**src/rtl/stack_push_sequencer.sv**
```systemverilog
// Stack push sequencer: turns CALL/INT requests into timed 16-bit stack writes
// and owns the stack pointer shared with the pop side.
module stack_push_sequencer #(
    parameter int unsigned             ADDR_W  = 11,
    parameter logic [ADDR_W-1:0]       SP_INIT = 11'h7FF
) (
    input  logic              clk,
    input  logic              reset,
    input  logic              call_req,
    input  logic              int_req,
    input  logic [31:0]       pc_in,
    input  logic [2:0]        flags_in,
    input  logic              pop_step,
    output logic              busy,
    output logic [1:0]        push_segment,
    output logic              mem_write,
    output logic [ADDR_W-1:0] mem_addr,
    output logic [15:0]       mem_wdata,
    output logic [ADDR_W-1:0] pop_addr,
    output logic [ADDR_W-1:0] sp_out,
    output logic              done,
    output logic              stack_err
);

    // state  | meaning
    // IDLE   | waiting for CALL/INT; pop_step increments SP
    // PUSH_H | writing pc_h at SP
    // PUSH_L | writing pc_l at SP; last write for CALL
    // PUSH_F | writing flags at SP; last write for INT
    typedef enum logic [1:0] {
        IDLE   = 2'd0,
        PUSH_H = 2'd1,
        PUSH_L = 2'd2,
        PUSH_F = 2'd3
    } state_t;

    localparam logic [ADDR_W-1:0] ONE = {{(ADDR_W-1){1'b0}}, 1'b1};

    state_t            state_q, state_d;
    logic [ADDR_W-1:0] sp_q, sp_d;
    logic [31:0]       pc_q, pc_d;
    logic [2:0]        flags_q, flags_d;
    logic              is_int_q, is_int_d;
    logic              err_q, err_d;

    always_ff @(posedge clk) begin
        if (reset) begin
            state_q  <= IDLE;
            sp_q     <= SP_INIT;
            pc_q     <= 32'h0;
            flags_q  <= 3'b000;
            is_int_q <= 1'b0;
            err_q    <= 1'b0;
        end else begin
            state_q  <= state_d;
            sp_q     <= sp_d;
            pc_q     <= pc_d;
            flags_q  <= flags_d;
            is_int_q <= is_int_d;
            err_q    <= err_d;
        end
    end

    always_comb begin
        state_d      = state_q;
        sp_d         = sp_q;
        pc_d         = pc_q;
        flags_d      = flags_q;
        is_int_d     = is_int_q;
        err_d        = err_q;
        busy         = 1'b0;
        mem_write    = 1'b0;
        push_segment = 2'b00;
        mem_wdata    = 16'h0000;
        done         = 1'b0;

        case (state_q)
            IDLE: begin
                if (pop_step) begin
                    if (sp_q == SP_INIT) err_d = 1'b1;
                    sp_d = sp_q + ONE;
                end
                if (int_req) begin
                    pc_d     = pc_in;
                    flags_d  = flags_in;
                    is_int_d = 1'b1;
                    state_d  = PUSH_H;
                end else if (call_req) begin
                    pc_d     = pc_in;
                    flags_d  = flags_in;
                    is_int_d = 1'b0;
                    state_d  = PUSH_H;
                end
            end
            PUSH_H: begin
                busy         = 1'b1;
                mem_write    = 1'b1;
                push_segment = 2'b11;
                mem_wdata    = pc_q[31:16];
                state_d      = PUSH_L;
            end
            PUSH_L: begin
                busy         = 1'b1;
                mem_write    = 1'b1;
                push_segment = 2'b10;
                mem_wdata    = pc_q[15:0];
                if (is_int_q) begin
                    state_d = PUSH_F;
                end else begin
                    done    = 1'b1;
                    state_d = IDLE;
                end
            end
            PUSH_F: begin
                busy         = 1'b1;
                mem_write    = 1'b1;
                push_segment = 2'b01;
                mem_wdata    = {13'b0, flags_q};
                done         = 1'b1;
                state_d      = IDLE;
            end
            default: state_d = IDLE;
        endcase

        // Every busy cycle is a post-decrement push; a pop here collides with it.
        if (state_q != IDLE) begin
            sp_d = sp_q - ONE;
            if (sp_q == '0) err_d = 1'b1;
            if (pop_step)   err_d = 1'b1;
        end
    end

    assign mem_addr  = sp_q;
    assign pop_addr  = sp_q + ONE;
    assign sp_out    = sp_q;
    assign stack_err = err_q;

endmodule

```
**config.mk**
```make
export PLATFORM = sky130hd
export DESIGN_NAME = stack_push_sequencer
export DESIGN_NICKNAME = d
export VERILOG_FILES = /design/src/rtl/stack_push_sequencer.sv
export SDC_FILE = /design/constraint.sdc
export NUM_CORES = 1
export LEC_CHECK = 0
export CAP_MARGIN = 20
export CORE_AREA = 8 8 102 104
export CTS_CLUSTER_DIAMETER = 150
export DETAILED_ROUTE_END_ITERATION = 16
export DIE_AREA = 0 0 110 112
export PLACE_DENSITY = 0.55
export SLEW_MARGIN = 20
export SYNTH_ARGS = -nofsm -noshare
export SYNTH_HDL_FRONTEND = slang
export SYNTH_SLANG_ARGS = --single-unit
```
**constraint.sdc**
```tcl
create_clock -name clk -period 2.2 [get_ports clk]
set_input_delay 0.44 -clock clk [delete_from_list [all_inputs] [get_ports clk]]
set_output_delay 0.44 -clock clk [all_outputs]
set_load 0.005 [all_outputs]
```
Yosys cells after proc, flatten, opt, wreduce, memory -nomap -nowiden --
Cells that the tools add are included.
Cells by class: add/subtract/negate cells 2, eq/ne operators 5, muxes and demuxes 24, reductions and logical operators 9
Operators with widths (number):
- two-way mux 32 bit | 2
- one-hot mux 16 bit (3 select lines) | 1
- two-way mux 11 bit | 3
- adder 11 x 1 -> 11 bit, second input constant | 1
- equality test 11 bit, second input constant | 1
- zero test 11 bit | 1
- subtractor 11 x 1 -> 11 bit, second input constant | 1
- two-way mux 1 bit | 10
- one-hot mux 2 bit (4 select lines) | 1
- nonzero test 2 bit | 4
- two-way mux 2 bit | 3
- two-way mux 3 bit | 2
- one-hot mux 2 bit (3 select lines) | 1
- equality test 2 bit, second input constant | 2
- AND reduction 2 bit | 2
- != test 3 bit, second input constant | 1
- OR reduction 3 bit | 1
- equality test 2 x 1 -> 1 bit, second input constant | 1
- zero test 2 bit | 1
- one-hot mux 1 bit (2 select lines) | 1
Storage, ports and cells: register bits 50, output and inout bits 55, logic and storage cells 46

Depth between registers and ports, before layout --
depth in word-level cells 7, depth in mapped cells 8, depth with buffers taken out 6

Worst setup path before layout --
No wires, ideal clock.
path type register to output, start register state_q[0], end output port mem_wdata[10], arrival time 1.342 ns, required time 1.760 ns, path slack 0.418 ns, stages on the path, launching flop included 7, buffers on the path 3, cell sequence dfxtp_1 > inv_1 > ha_1 > buf_2 > clkbuf_1 > buf_1 > nor2_1
Between the ends: longest elaborated chain between the ends 2, elaborated cells between the ends (all ways) 4, classes of those cells eq/ne: 3; mux: 1
RTL lines:
- from (decl) | line 39 | state_t state_q, state_d;
- from (signal assigned) | line 55 | state_q <= state_d;
- equality test 2 bit / equality test 2 x 1 -> 1 bit (equally long branches) | line 77 | case (state_q)
- one-hot mux 16 bit (3 select lines) * | line 77
- to (decl) | line 18 | output logic [15:0] mem_wdata,
Mark *: on every way between the ends. The rest lies on a longest branch, timed or not.

Worst setup path in the final report --
start register state_q[0], end output port done
Between the ends: longest elaborated chain between the ends 2, elaborated cells between the ends (all ways) 3, classes of those cells eq/ne: 2; mux: 1
RTL lines:
- equality test 2 bit | line 77
- one-hot mux 1 bit (2 select lines) * | line 77
- to (decl) | line 21 | output logic done,
Marked as above.

==> out/results.ini <==
[status]
status = complete, no violations

[synth]
synth_area_leader_cell = dfxtp_1
syn_inst = 331
synth_top_area_share_pct = 39.3
seq_area_frac_synth_pct = 39.3
synth_area_mm2 = 0.00255
synth_edf_count = 0
synth.net_count = 378
yosysMostFrequentCell = nand2_1
synth_warnings = 0
synth_common_cells = nand2_1 (80), dfxtp_1 (50), a21oi_1 (38)
ys_types = 37
synthFlopType = dfxtp_1
yosys-top-cells-area = dfxtp_1 (39%), nand2_1 (12%), a21oi_1 (7.5%)
async_reset_ff_share_pct = 0
ys_ff_latch = 50
avgSynthCellArea_um2 = 7.70

[hold_path]
min_from = pc_q[7]
min_to = pc_q[7]
hold_depth = 2
hp-class = register to register

[floorplan]
die_w_um = 110
die_area_mm2 = 0.0123
core_mm2 = 0.00889
ios = 95
placementRows = 35
start_util_pct = 28.7
die_y_um = 112

[power_and_ir_drop]
finalPower_mw = 3.57
power_density_mw_per_mm2 = 916
leakage_nw = 1.59
peakVddDrop_v = 0.000306

[placement]
place_ws_ps = 103
dp_hpwl_um = 5830
postPlaceCellArea_mm2 = 0.00365
place.gp.congestion = 0.787
port_buffers = 94
dp_cells = 526

[run]
drv_cap = 0

[sta]
fin_crit_ps = 2130
fin_worst_skew_ps = 9.25
worstMarginPinSlew_ps = 874
setup-violations-final = 0
hold_viol = 0
hold_ws_ps = 458
slew_violations = 0
maxSlewHeadroom_pct = 41.8
fin_crit_sh_pct = 96.7
setup_slack_ps = 73.4
tns_ps = 0
fmax_mhz = 470

[cells_and_area]
layout.nets = 479
synthToLayoutAreaGrowth_pct = 53.0
antennaDiodeCount = 0
instances_no_fill = 544
fin_util_pct = 43.9
design_area_mm2 = 0.00390
drive_above_1_share_pct = 15.2

[setup_path]
critPathCaptureType = output pin
start_kind = register
crit_fanout = 8
ff2ff_path_depth = 7
r2r_start = state_q[1]
reg2reg_to = mem_addr[7]
cp.arrival_ps = 1690
crit_type = register to output pin
r2r_slack_ps = 360
crit_required_ps = 1760

[detailed_routing]
routed_wirelength_um = 8130
antenna_left = 0
routed_via_density = 4.86
drt_iter0_markers = 74
drc = 0
via_count = 2645
drtPass1Iterations = 4
wire_per_inst_um = 14.9

[clocking]
cts_tree = done
cts.path.max_buffers = 2
numClockSinks = 50
cts_max_level = 2
cts_buffers = 5
root_buffer = clkbuf_8
insertion_delay_ps = 300
clk_pin_slew_worst_paths_ps = 100

[grt]
gr-usage-all-layers_pct = 12.6
grt_pass1_wl_um = 12600
gr-total-overflow = 0
antenna_found_initial = 0
first_global_vias = 2619
grt_max_degree = 47

critical path, cell delays in order, from the launching register on:
cell and delay [ps]:
dfxtp_4 360, inv_2 100, ha_4 180, buf_12 120
a21o_1 120, clkdlybuf4s50_1 500
worst max path at each step:
| stage | startpoint | endpoint | slack, ps | cells past startpoint |
|---|---|---|---|---|
| floorplan | state_q[0] | mem_wdata[10] | 420 | 6 |
| finish | state_q[0] | done | 70 | 5 |
| CTS | state_q[1] | busy | 2 | 5 |
| detailed placement | state_q[0] | mem_wdata[2] | 100 | 6 |
| global placement | state_q[0] | mem_wdata[2] | 130 | 6 |
| global route | mem_addr[1] | pop_addr[7] | -10 | 6 |
registers in the layout, indices dropped and copies added (netlist names):
register   count
pc_q          32
mem_addr      11
flags_q        3
state_q        2
is_int_q       1
stack_err      1
what timing repair did:
| action | 4_1_cts | 5_1_grt |
|---|---|---|
| hold endpoints to repair | 0 | 0 |
| cloned | 0 | 1 |
| hold buffers | 0 | 0 |
| setup buffers | 3 | 6 |
| endpoints found under the setup margin | 26 | 10 |
| pin swaps | 5 | 5 |
| resized for setup | 38 | 11 |
layout make-up:
cell class	count	area (µm²)
flip-flops and latches	50	1010
clock buffers	6	82.6
clock inverters	2	16.3
well taps	111	139
inverters	7	26.3
multi-input cells	239	1390
fillers	947	4990
repair buffers	129	1240
metal layers:
| layer | GRT usage, % | wire (µm) | up-vias |
|---|---|---|---|
| met4 | 3.69 | 103 | 0 |
| met5 | 0 | 0 | - |
| met1 | 14.7 | 3400 | 1220 |
| li1 | - | - | 1317 |
| met2 | 20.8 | 3820 | 92 |
| met3 | 4.62 | 800 | 16 |
power breakdown:
| group | internal (mW) | total (mW) | switching, mW |
|---|---|---|---|
| Clock | 0.259 | 0.572 | 0.313 |
| Sequential | 1.05 | 1.15 | 0.102 |
| Combinational | 1.00 | 1.85 | 0.842 |
placed cells by master (no fill, tap or decap), drive strengths merged, types with 3 or more instances in the layout:
cell / n
nor2: 25
dfxtp: 50
nor4: 5
a22oi: 13
xnor2: 6
buf: 35
nor3: 9
o21ai: 6
a21oi: 38
inv: 7
nand2b: 6
nand2: 80
ha: 7
nand4: 3
a222oi: 3
dlygate4sd2: 21
clkdlybuf4s50: 70
clkbuf: 8
or3: 8
a21o: 6
nand3: 4
xor2: 7
cell families after synthesis:
logic type	synth area share, %
flip-flops	39.3
adder cells (fa/ha/maj)	3.44
buffers and inverters	9.09
XOR/XNOR	4.47
AO/OA/AOI/OAI	18.4
AND/OR/NAND/NOR	25.3
(Power assumes the default switching activity.)
